$ cat src/rtl/frogger_pkg.sv
// Shared grid geometry, FSM state encoding and sentinel values for the
// frogger collision/lives logic.
package frogger_pkg;

  localparam int unsigned GRID_COLS = 21;
  localparam int unsigned X_W       = 5;
  localparam int unsigned Y_W       = 4;
  localparam int unsigned LIVES_W   = 3;

  localparam logic [X_W-1:0] NO_CAR = 5'd31;

  typedef enum logic [1:0] {
    PLAYING   = 2'd0,
    HIT       = 2'd1,
    RESPAWN   = 2'd2,
    GAME_OVER = 2'd3
  } state_t;

endpackage

$ cat src/rtl/lane_hit_check.sv
// Combinational overlap test of the frog column against one car that spans
// CAR_WIDTH cells from car_x with wrap around the 21-column grid.
module lane_hit_check
  import frogger_pkg::*;
#(
  parameter int unsigned CAR_WIDTH = 2
) (
  input  logic [X_W-1:0] i_frog_x,
  input  logic [X_W-1:0] i_car_x,
  output logic           o_overlap
);

  localparam int unsigned D_W = X_W + 2;

  logic [D_W-1:0] w_diff;
  logic [D_W-1:0] w_dist;

  // Modular distance without a divide: subtract, add one grid width if negative.
  always_comb begin
    w_diff    = {2'b00, i_frog_x} - {2'b00, i_car_x};
    w_dist    = w_diff[D_W-1] ? (w_diff + D_W'(GRID_COLS)) : w_diff;
    o_overlap = (i_car_x <= X_W'(GRID_COLS - 1)) && (w_dist < D_W'(CAR_WIDTH));
  end

endmodule

$ cat src/rtl/frog_collision.sv
// Scans one car lane per clock against the frog and sequences hit, freeze,
// respawn, goal and game-over, owning the lives counter.
module frog_collision
  import frogger_pkg::*;
#(
  parameter int unsigned NUM_LANES    = 4,
  parameter int unsigned LANE_ROW0    = 2,
  parameter int unsigned CAR_WIDTH    = 2,
  parameter int unsigned GOAL_ROW     = 7,
  parameter int unsigned START_LIVES  = 3,
  parameter int unsigned FREEZE_TICKS = 25000000
) (
  input  logic                     i_Clk,
  input  logic                     i_Reset,
  input  logic [X_W-1:0]           i_frog_x,
  input  logic [Y_W-1:0]           i_frog_y,
  input  logic [X_W*NUM_LANES-1:0] i_car_x,
  input  logic                     i_restart,
  output logic                     o_hit,
  output logic                     o_goal,
  output logic                     o_respawn,
  output logic                     o_freeze,
  output logic [LIVES_W-1:0]       o_lives,
  output logic                     o_game_over
);

  localparam int unsigned IDX_W = (NUM_LANES > 1) ? $clog2(NUM_LANES) : 1;
  localparam int unsigned CNT_W = (FREEZE_TICKS > 1) ? $clog2(FREEZE_TICKS) : 1;

  state_t             r_state,    w_state_nxt;
  logic [IDX_W-1:0]   r_scan_idx, w_scan_nxt;
  logic [CNT_W-1:0]   r_cnt,      w_cnt_nxt;
  logic [LIVES_W-1:0] r_lives,    w_lives_nxt;

  logic [X_W-1:0] w_cars [NUM_LANES];
  logic [X_W-1:0] w_car;
  logic [Y_W-1:0] w_lane_row;
  logic           w_overlap;
  logic           w_collide;

  always_comb begin
    for (int unsigned k = 0; k < NUM_LANES; k++) begin
      w_cars[k] = i_car_x[k*X_W +: X_W];
    end
    w_car      = w_cars[r_scan_idx];
    w_lane_row = Y_W'(LANE_ROW0) + Y_W'(r_scan_idx);
    w_collide  = (i_frog_y == w_lane_row) && w_overlap;
  end

  lane_hit_check #(
    .CAR_WIDTH(CAR_WIDTH)
  ) u_lane_hit_check (
    .i_frog_x (i_frog_x),
    .i_car_x  (w_car),
    .o_overlap(w_overlap)
  );

  always_ff @(posedge i_Clk) begin
    if (i_Reset) begin
      r_state    <= PLAYING;
      r_scan_idx <= '0;
      r_cnt      <= '0;
      r_lives    <= LIVES_W'(START_LIVES);
    end else begin
      r_state    <= w_state_nxt;
      r_scan_idx <= w_scan_nxt;
      r_cnt      <= w_cnt_nxt;
      r_lives    <= w_lives_nxt;
    end
  end

  always_comb begin
    w_state_nxt = r_state;
    w_scan_nxt  = '0;
    w_cnt_nxt   = r_cnt;
    w_lives_nxt = r_lives;
    o_hit       = 1'b0;
    o_goal      = 1'b0;
    o_respawn   = 1'b0;
    o_freeze    = 1'b0;
    o_game_over = 1'b0;

    unique case (r_state)
      PLAYING: begin
        w_scan_nxt = (r_scan_idx == IDX_W'(NUM_LANES - 1)) ? '0 : r_scan_idx + 1'b1;
        if (w_collide) begin
          o_hit      = 1'b1;
          w_scan_nxt = '0;
          if (r_lives > LIVES_W'(1)) begin
            w_lives_nxt = r_lives - 1'b1;
            w_cnt_nxt   = CNT_W'(FREEZE_TICKS - 1);
            w_state_nxt = HIT;
          end else begin
            w_lives_nxt = '0;
            w_state_nxt = GAME_OVER;
          end
        end else if (i_frog_y == Y_W'(GOAL_ROW)) begin
          o_goal      = 1'b1;
          w_scan_nxt  = '0;
          w_state_nxt = RESPAWN;
        end
      end
      HIT: begin
        o_freeze = 1'b1;
        if (r_cnt == '0) begin
          w_state_nxt = RESPAWN;
        end else begin
          w_cnt_nxt = r_cnt - 1'b1;
        end
      end
      RESPAWN: begin
        o_respawn   = 1'b1;
        w_state_nxt = PLAYING;
      end
      GAME_OVER: begin
        o_freeze    = 1'b1;
        o_game_over = 1'b1;
        if (i_restart) begin
          w_lives_nxt = LIVES_W'(START_LIVES);
          w_state_nxt = RESPAWN;
        end
      end
      default: w_state_nxt = PLAYING;
    endcase

    // Pulses are suppressed while reset is held so an aborted freeze never respawns.
    if (i_Reset) begin
      o_hit     = 1'b0;
      o_goal    = 1'b0;
      o_respawn = 1'b0;
    end
  end

  assign o_lives = r_lives;

endmodule

$ cat config.mk
export PLATFORM = sky130hd
export DESIGN_NAME = frog_collision
export DESIGN_NICKNAME = d
export VERILOG_FILES = /design/src/rtl/frogger_pkg.sv /design/src/rtl/lane_hit_check.sv /design/src/rtl/frog_collision.sv
export SDC_FILE = /design/constraint.sdc
export NUM_CORES = 1
export LEC_CHECK = 0
export ABC_CLOCK_PERIOD_IN_PS = 5450
export CAP_MARGIN = 25
export CORE_ASPECT_RATIO = 0.9
export CORE_MARGIN = 2
export CORE_UTILIZATION = 53
export CTS_BUF_LIST = sky130_fd_sc_hd__clkbuf_16
export DETAILED_ROUTE_END_ITERATION = 10
export GPL_TIMING_DRIVEN = 0
export MAX_ROUTING_LAYER = met4
export PLACE_DENSITY = 0.89
export SYNTH_ARGS = -nofsm -noshare
export SYNTH_HDL_FRONTEND = slang
export SYNTH_HIERARCHICAL = 1
export SYNTH_SLANG_ARGS = --single-unit
$ cat constraint.sdc
create_clock -name i_Clk -period 5.45 [get_ports i_Clk]
set_input_delay 0.545 -clock i_Clk [delete_from_list [all_inputs] [get_ports i_Clk]]
set_output_delay 0.545 -clock i_Clk [all_outputs]
set_load 0.02 [all_outputs]
* Word level (Yosys, flattened, before mapping)
Cells that the tools add are included.
Storage, ports and cells: input bits 32, register bits 32, word-level logic and storage cells 68, output and inout port bits 8
Operators by class: $lt $le $gt $ge 4, bitwise operators 2, eq/ne operators 12, add/sub/neg operators 6, reduce and logical (&&, ||, !) cells 11, mux-type cells 29
Operators with widths (number):
- 25-bit 2-to-1 mux | 3
- 25-bit case mux with 2 select lines | 1
- 25-bit logical NOT | 1
- 25-bit by 1-bit subtractor with 25-bit output (second input constant) | 1
- 1-bit 2-to-1 mux | 11
- 5-bit binary-select mux with 2-bit select | 1
- 2-bit 2-to-1 mux | 5
- 5-bit 2-to-1 mux | 2
- 2-bit != test (second input constant) | 5
- 3-bit 2-to-1 mux | 3
- 2-bit case mux with 4 select lines | 1
- 7-bit by 5-bit adder with 7-bit output (second input constant) | 1
- 7-bit by 2-bit < comparator with 1-bit output (second input constant) | 1
- 7-bit 2-to-1 mux | 1
- 2-bit == test (second input constant) | 3
- 3-bit case mux with 2 select lines | 1
- 3-bit AND reduction | 2
- 5-bit by 5-bit subtractor with 6-bit output | 1
- 5-bit less-or-equal comparator (second input constant) | 1
- 5-bit OR reduction | 1
- 4-bit by 3-bit == test with 1-bit output | 1
- 4-bit by 3-bit == test with 1-bit output (second input constant) | 1
- 4-bit AND reduction | 1
- 2-bit nonzero test | 2
- 12 further kinds | 13

* Depth between registers and ports, before layout
Gate-level depths: netlist of the first run.
word-level depth 13, depth in mapped cells 16, gate-level depth less buffers 14

* Modules after synthesis
Netlist of the first run, hierarchy kept.
By module, submodules not included:
- frog_collision | area each 1869.3 sq um, seq. area each 640.6 sq um, cells each 205, times used 1
- lane_hit_check | area each 331.6 sq um, seq. area each 0.0 sq um, cells each 41, times used 1

* Worst setup path after synthesis of the first run
Ideal clock, no wire load.
kind reg-to-output, start point reg r_scan_idx[0], end point out o_goal, path buffers 1, stages on the path, launching flop included 15, data arrival time 3.704 ns, path slack 1.201 ns, required time 4.905 ns, cell sequence dfxtp_1 clkbuf_1 mux4_2 ha_1 inv_1 fa_1 ha_1 nor2_2 xnor3_1 nor3_1 o311a_1 nor2b_1 o211ai_1 nand2_1 nor3b_1
Between the ends: word-level cells in the longest chain between the ends 13, elaborated cells on any way between the ends 16, classes of those cells add/sub: 3; order compare: 2; eq/ne: 1; mux: 7; bitwise: 1; reduce/logical: 2
Ends and longest elaborated chain:
- start: declaration | RTL line frog_collision.sv:31 | logic [IDX_W-1:0] r_scan_idx, w_scan_nxt;
- start signal: assignment | RTL line frog_collision.sv:66 | r_scan_idx <= w_scan_nxt;
- 2-bit inverter with 3-bit output (implied by the code) * | RTL line frog_collision.sv:45 | w_car = w_cars[r_scan_idx];
- 5-bit binary-select mux with 2-bit select * | RTL line frog_collision.sv:45
- 5-bit 2-to-1 mux (implied by the code) * (2 in series) | RTL line frog_collision.sv:45
- via w_car[0] | RTL line frog_collision.sv:36 | logic [X_W-1:0] w_car;
- 5-bit by 5-bit subtractor with 6-bit output | RTL line lane_hit_check.sv:20 | w_diff = {2'b00, i_frog_x} - {2'b00, i_car_x};
- 7-bit by 5-bit adder with 7-bit output | RTL line lane_hit_check.sv:21 | w_dist = w_diff[D_W-1] ? (w_diff + D_W'(GRID_COLS)) : w_diff;
- 7-bit 2-to-1 mux | RTL line lane_hit_check.sv:21
- 7-bit by 2-bit < comparator with 1-bit output | RTL line lane_hit_check.sv:22 | o_overlap = (i_car_x <= X_W'(GRID_COLS - 1)) && (w_dist < D_W'(CAR_WIDTH));
- 1-bit logical AND * | RTL line lane_hit_check.sv:22
- via w_overlap | RTL line frog_collision.sv:38 | logic w_overlap;
- 1-bit logical AND * | RTL line frog_collision.sv:47 | w_collide = (i_frog_y == w_lane_row) && w_overlap;
- 1-bit 2-to-1 mux * | RTL line frog_collision.sv:86 | if (w_collide) begin
- 1-bit 2-to-1 mux * | RTL line frog_collision.sv:83 | unique case (r_state)
- 1-bit 2-to-1 mux * | RTL line frog_collision.sv:127 | if (i_Reset) begin
- end: declaration | RTL line frog_collision.sv:20 | output logic o_goal,
Mark *: on every way through the listed nets, which the timed path passes. The rest lies on a longest branch. The select of a mux whose other input is x is not followed.

* Worst setup path after layout of the first run
start point in i_car_x[10], end point out o_hit
Between the ends: word-level cells in the longest chain between the ends 12, elaborated cells on any way between the ends 13, classes of those cells add/sub: 2; order compare: 2; mux: 7; reduce/logical: 2
Ends and longest elaborated chain:
- start: declaration | RTL line frog_collision.sv:17 | input logic [X_W*NUM_LANES-1:0] i_car_x,
- 5-bit binary-select mux with 2-bit select * | RTL line frog_collision.sv:45
- 5-bit 2-to-1 mux (implied by the code) * (2 in series) | RTL line frog_collision.sv:45
- via w_car[0] | RTL line frog_collision.sv:36
- 5-bit by 5-bit subtractor with 6-bit output | RTL line lane_hit_check.sv:20
- 7-bit by 5-bit adder with 7-bit output | RTL line lane_hit_check.sv:21
- 7-bit 2-to-1 mux | RTL line lane_hit_check.sv:21
- 7-bit by 2-bit < comparator with 1-bit output | RTL line lane_hit_check.sv:22
- 1-bit logical AND * | RTL line lane_hit_check.sv:22
- via w_overlap | RTL line frog_collision.sv:38
- 1-bit logical AND * | RTL line frog_collision.sv:47
- 1-bit 2-to-1 mux * | RTL line frog_collision.sv:86
- 1-bit 2-to-1 mux * | RTL line frog_collision.sv:83
- 1-bit 2-to-1 mux * | RTL line frog_collision.sv:127
- end: declaration | RTL line frog_collision.sv:19 | output logic o_hit,
Marks and branches as above.

==> summary.txt, run 1 <==
Run status
  – Status: completed

Logic synthesis
  – Syn Nets: 289
  – Synth Register Bits: 32
  – Synth Warn #: 6
  – Post-Syn Area per Cell: 8.95 µm²
  – Sequential element share of the synthesized area: 0.291
  – Post-synthesis cell count: 246
  – Share of synthesized registers carrying an async set or reset: 0
  – Syn Std Cell Area: 2200 µm²
  – Dominant synthesized flop cell: dfxtp_1
  – Post-synth EDFFs: 0
  – Unique masters post-synth: 53

Clocking
  – Root Buffer Master: clkbuf_16
  – Num CTS Buffers: 5
  – Postcts setup bufs: 0
  – Later-pin clock latency in the skew report: 0.28 ns
  – CTS Buffer Depth: 2
  – CTS tree: built
  – Sink Count: 32
  – Clk slew on worst S/H paths: 0.05 ns
  – Hold_buf cts: 0
  – Post-CTS sizing: 0
  – H-tree depth: 2

Pwr
  – Sw Ratio: 0.299
  – Clock power share: 0.345
  – Leakage power: 1.06 nW
  – Peak supply drop: 214 µV
  – Power Density: 269 nW/µm²
  – Total chip power: 0.748 mW
  – Switching pwr: 0.224 mW
  – Sequential power share: 0.334
  – Comb pwr share: 0.322
  – Internal: 0.524 mW

STA
  – Setup Skew: 0.00456 ns
  – Final max-slew violation count: 0
  – Setup tns final: 0 ns
  – Worst-Margin Slew: 0.695 ns
  – F_max: 196 MHz
  – Unrepaired setup endpoints after global routing: false
  – Relative slew slack: 0.533
  – Fin. Hold Viols: 0
  – Fin crit share: 0.938
  – Final setup viols: 0
  – Final min period: 5.11 ns

Global routing
  – Vias in the first global route: 1988
  – GRT Total Usage: 0.256
  – Met3 Use GR: 0.0521
  – Met2 GRT Util: 0.420
  – GRT overflow: 0
  – Met1 global-route usage: 0.316
  – Initial antenna violation count: 0
  – Global-route wire length before repair: 9130 µm
  – Largest net degree at the start of global routing: 11
  – Most Used Layer, Global Route: met2

Final layout
  – Layout Utilization: 0.687
  – Fillcell total: 306
  – Commonest non-fill, non-tap cell in the layout: clkdlybuf4s50_1
  – # diodes: 0
  – Share of layout cells above drive strength 1: 0.116
  – # nets final: 334
  – Most frequent cells in the layout: clkdlybuf4s50_1 (38), dfxtp_1 (32), a21oi_1 (24)
  – Area grow syn2layout: 26.3%

Route
  – Post-route DRC: 0
  – DR vias/cell: 5.99
  – Final wirelength: 5390 µm
  – DR iter-0 viols: 83
  – DRT Pass-1 Iters: 4
  – ANT nets after route: 0
  – Per-cell routed wire length: 15.8 µm
  – Vias: 2035

Worst setup path
  – Internal reg-to-reg setup slack: 0.94 ns
  – Worst Path Arrival: 4.56 ns
  – WP data required: 4.91 ns
  – Crit start category: input port
  – FF-to-FF path depth: 16
  – RR Startpoint: r_scan_idx[0]
  – CP max FO: 9
  – Crit. End Element: output pin
  – Crit path launch: i_car_x[10]
  – Type of the worst setup path: input port to output pin
  – Crit Reg-Reg Endpoint: r_cnt[9]

Hold path
  – Hold Path Depth: 2
  – Hold WC Path Type: input port to register
  – Hold EP: o_lives[2]
  – Hold_sp: i_Reset

Floorplan
  – Initial Utilization: 0.544
  – IO Count: 40
  – CORE AREA: 4050 µm²
  – Die height: 65.1 µm
  – Row count: 22
  – Die area: 4680 µm²
  – Die width: 71.9 µm

Place
  – Dpl hpwl: 3930 µm
  – Port-buffer cells: 38
  – RePlAce Congestion: 0.877

Flow run
  – Number of max-cap violations: 0
==> cell families after synthesis <==
logic type,Yosys count,share of synthesized area
flops,32,0.291
simple gates,87,0.251
buf+inv,28,0.0586
mux,5,0.0512
fa+ha+maj,11,0.0659
compound gates,57,0.169
xor+xnor,26,0.113
==> through the flow <==
stage	std cells	instance area [µm²]	hold WS [ns]	setup WS [ns]
floorplan	246	2200	0.448	1.20
global placement	332	2640	0.473	0.405
detailed placement	332	2640	0.494	0.355
CTS	340	2780	0.498	0.162
global route	340	2780	0.519	0.169
finish	340	2780	0.500	0.340
==> worst max-delay path: stages <==
cell	delay (ns)
clkdlybuf4s50_1	0.42
mux4_2	0.51
ha_1	0.23
inv_1	0.07
fa_1	0.45
ha_1	0.24
nor2_2	0.13
xnor3_1	0.30
nor3_1	0.14
o311a_1	0.21
nor2b_1	0.18
o2111a_1	0.36
nor2b_1	0.17
clkdlybuf4s50_1	0.61
==> state kept, by name (all words and copies together) (netlist names) <==
| name | flops |
|---|---|
| o_lives | 3 |
| r_cnt | 25 |
| r_scan_idx | 2 |
| r_state | 2 |
==> cell usage after synthesis, types with 2 or more instances <==
cell	count	area (µm²)
or4_1	10	75.1
buf_2	4	20.0
nand3b_1	2	15.0
a21oi_1	24	120
nand2b_1	2	12.5
nor4_1	3	18.8
nor2b_1	4	25.0
inv_1	13	48.8
a211oi_1	10	75.1
clkbuf_1	7	26.3
xor2_1	7	61.3
o211ai_1	5	37.5
dfxtp_1	32	641
ha_1	10	125
nand4b_1	2	17.5
o21ai_0	4	20.0
nand2_1	8	30.0
mux4_2	5	113
nor4_2	5	62.6
xnor2_1	17	149
nor3_1	12	60.1
o31ai_1	2	15.0
and2_1	2	12.5
nor3b_1	3	22.5
or4_4	2	22.5
nand4_1	3	18.8
buf_6	2	22.5
a211o_1	2	17.5
or3_2	2	15.0
nor2_1	18	67.6
a311oi_1	2	17.5
==> power by group through the flow <==
| stage | Sequential (mW) | Combinational (mW) | Clock (mW) |
|---|---|---|---|
| 2_1_floorplan | 0.252 | 0.177 | 0 |
| 3_3_place_gp | 0.253 | 0.229 | 0 |
| 3_5_place_dp | 0.254 | 0.237 | 0 |
| 4_1_cts | 0.249 | 0.240 | 0.260 |
| 5_1_grt | 0.250 | 0.266 | 0.275 |
| 6_report | 0.249 | 0.241 | 0.258 |
==> worst max-delay path by stage <==
stage	end	cells after the start
3_5_place_dp	o_hit	14
2_1_floorplan	o_goal	14
3_3_place_gp	o_hit	14
6_report	o_hit	14
4_1_cts	o_hit	14
5_1_grt	o_hit	14
==> cell type report <==
type / count / area (µm²) / share of cell area
multi-input cells: 186 / 1430 / 0.515
flip-flops and latches: 32 / 641 / 0.231
repair buffers: 38 / 380 / 0.137
clock buffers: 5 / 125 / 0.0450
plain buffers: 15 / 81.3 / 0.0293
well taps: 48 / 60.1 / 0.0216
inverters: 13 / 48.8 / 0.0176
clock inverters: 3 / 11.3 / 0.00405
==> routing by layer <==
| layer | wire [µm] | part of all wire |
|---|---|---|
| met4 | 98 | 0.018 |
| met2 | 2670 | 0.50 |
| met5 | 0 | 0 |
| met1 | 2450 | 0.45 |
| met3 | 168 | 0.031 |
Note: power is estimated with default switching activity, not from simulation.
==> inputs of run 2 (changes only) <==
- GPL_TIMING_DRIVEN: 0 -> unset
==> run 2 against run 1 <==
Combinational power is 3% lower. Routed wire length is 5.7% lower. Total power is 0.48% lower. Clock-buffer cell count stayed put. Clock skew is 0.0028 ns higher. Fmax is 0.10% lower. Register-to-register slack better by 0.15 ns. Hold slack worse by 0.020 ns. Sequential power is 2% higher. Largest power group unchanged. Die area stayed put. Highest routed layer unchanged. Critical endpoint unchanged. Setup slack worse by 0.0052 ns.
==> summary.txt, run 2 (synthesis gave the netlist of run 1 again) <==
Run status
  – Status: completed (unchanged)

Worst setup path
  – WP data required: 4.91 ns (about the same)
  – CP max FO: 9 (unchanged)
  – Worst path max stage delay: 0.61 ns (about the same)
  – Crit. End Element: output pin (unchanged)
  – Worst Path Arrival: 4.57 ns (was 4.56 ns)
  – Crit-path cells: mux4_2, ha_1, inv_1, fa_1, ha_1, nor2_2, xnor3_1, nor3_1, o311a_1, nor2b_1, o2111a_1, nor2b_1, clkdlybuf4s50_1 (was clkdlybuf4s50_1, mux4_2, ha_1, inv_1, fa_1, ha_1, nor2_2, xnor3_1, nor3_1, o311a_1, nor2b_1, o2111a_1, nor2b_1, clkdlybuf4s50_1)
  – Type of the worst setup path: register to output pin (was input port to output pin)
  – CP delay by family, top: adder cells (was buffers and inverters)
  – Worst-path cell with the longest stage delay: clkdlybuf4s50_1 (unchanged)
  – Crit start category: register (was input port)
  – Bufs and invs on worst path: 2 (was 3)

Place
  – Port-buffer cells: 39 (was 38)
  – RePlAce Congestion: 0.852 (was 0.877)
  – Dpl hpwl: 3730 µm (was 3930 µm)

Floorplan
  – CORE AREA: 4050 µm² (unchanged)
  – Row count: 22 (unchanged)
  – Die width: 71.9 µm (unchanged)
  – Die height: 65.1 µm (unchanged)
  – Initial Utilization: 0.544 (unchanged)
  – Die area: 4680 µm² (unchanged)
  – IO Count: 40 (unchanged)

STA
  – Unrepaired setup endpoints after global routing: false (unchanged)
  – Final setup viols: 0 (unchanged)
  – Final hold slack: 0.480 ns (was 0.500 ns)
  – Worst-Margin Slew: 0.766 ns (was 0.695 ns)
  – Relative slew slack: 0.484 (was 0.533)
  – Fin crit share: 0.938 (about the same)
  – Final min period: 5.11 ns (about the same)
  – Fin. Hold Viols: 0 (unchanged)
  – Setup tns final: 0 ns (unchanged)
  – F_max: 196 MHz (about the same)
  – Final max-slew violation count: 0 (unchanged)
  – Setup Skew: 0.00737 ns (was 0.00456 ns)

Clocking
  – CTS tree: built (unchanged)
  – Later-pin clock latency in the skew report: 0.28 ns (about the same)
  – Post-CTS sizing: 0 (unchanged)
  – H-tree depth: 2 (unchanged)
  – Sink Count: 32 (unchanged)
  – CTS Buffer Depth: 2 (unchanged)
  – Clk slew on worst S/H paths: 0.05 ns (about the same)
  – Hold_buf cts: 0 (unchanged)
  – Num CTS Buffers: 5 (unchanged)
  – Postcts setup bufs: 0 (unchanged)
  – Root Buffer Master: clkbuf_16 (unchanged)

Global routing
  – Global-route wire length before repair: 8810 µm (was 9130 µm)
  – GRT Total Usage: 0.244 (was 0.256)
  – GRT overflow: 0 (unchanged)
  – Largest net degree at the start of global routing: 28 (was 11)
  – Vias in the first global route: 1930 (was 1988)
  – Initial antenna violation count: 0 (unchanged)

Final layout
  – Most flop-heavy register: r_cnt (unchanged)
  – # diodes: 0 (unchanged)
  – Most frequent cells in the layout: clkdlybuf4s50_1 (39), dfxtp_1 (32), a21oi_1 (24) (was clkdlybuf4s50_1 (38), dfxtp_1 (32), a21oi_1 (24))
  – Max reg flops: 25 (unchanged)
  – Share of layout cells above drive strength 1: 0.107 (was 0.116)
  – Area grow syn2layout: 24.2% (was 26.3%)
  – Fillcell total: 295 (was 306)
  – Commonest non-fill, non-tap cell in the layout: clkdlybuf4s50_1 (unchanged)
  – # nets final: 324 (was 334)

Route
  – DR vias/cell: 6.04 (was 5.99)
  – Post-route DRC: 0 (unchanged)
  – Vias: 1987 (was 2035)
  – ANT nets after route: 0 (unchanged)
  – DRT Pass-1 Iters: 4 (unchanged)
  – Final wirelength: 5080 µm (was 5390 µm)
  – DR iter-0 viols: 84 (was 83)
  – Per-cell routed wire length: 15.4 µm (was 15.8 µm)

Pwr
  – Peak supply drop: 194 µV (was 214 µV)
  – Power Density: 272 nW/µm² (was 269 nW/µm²)
  – Leakage power: 1.02 nW (was 1.06 nW)

Flow run
  – Number of max-cap violations: 0 (unchanged)

Hold path
  – Hold WC Path Type: register to register (was input port to register)
[run 2: cell count changes in the layout (fill, tap and decap cells not counted)]
| cell | change |
|---|---|
| clkbuf_1 | -6 |
| buf_2 | -4 |
| buf_4 | +3 |
| buf_6 | -2 |
| inv_1 | -2 |
| buf_1 | -1 |
| clkbuf_2 | -1 |
| clkdlybuf4s50_1 | +1 |
| clkinv_1 | +1 |
[run 2: layout make-up]
type | instances | area, µm² | share of cell area
clock buffers | 5 | 125 | 0.0458
clock inverters | 2 | 7.51 | 0.00275
inverters | 13 | 48.8 | 0.0178
multi-input cells | 186 | 1430 | 0.524
flip-flops and latches | 32 | 641 | 0.234
well taps | 48 | 60.1 | 0.0220
repair buffers | 43 | 420 | 0.154
[run 2: path summary, 6_finish.rpt]
| check | endpoint | from | cells after the start | slack (ns) |
|---|---|---|---|---|
| max | o_hit | r_scan_idx[0] | 13 | 0.34 |
| min | r_cnt[23] | r_cnt[23] | 2 | 0.48 |
| max reg2reg | r_cnt[6] | r_scan_idx[0] | 15 | 1.09 |
| min reg2reg | r_cnt[23] | r_cnt[23] | 2 | 0.48 |
[run 2: metrics by stage]
stage	cells	worst slack (ns)	area [µm²]	power, mW	util
floorplan	246	1.20	2200	0.429	-
global route	329	0.0830	2730	0.783	0.676
CTS	329	0.337	2730	0.743	0.676
detailed placement	322	0.411	2600	0.487	0.643
finish	329	0.335	2730	0.744	0.676
global placement	322	0.493	2600	0.479	0.643
[run 2: per-layer routing]
metal | routed length [µm] | up-vias | track usage
li1 | - | 988 | -
met5 | 0 | - | -
met2 | 2470 | 56 | 0.396
met1 | 2240 | 935 | 0.307
met4 | 74 | 0 | 0.0849
met3 | 295 | 8 | 0.0460
[run 2: power breakdown]
part	switching, mW	leakage (nW)	total (mW)	internal, mW
logic	0.116	0.702	0.234	0.118
clock network	0.0944	0.0648	0.257	0.163
registers	0.0125	0.258	0.253	0.241
total	0.223	1.02	0.744	0.522
[run 2: worst register-to-register path: cells and delay by family, from the launching register on]
family	cells	cell delay (ns)
xor gates and xnor gates	1	0.30
adders and majority gates	3	0.94
and+or+nand+nor	5	0.84
DFF	1	0.60
buffers and inverters	2	0.29
muxes	1	0.58
AOI/OAI and AO/OA	3	0.69
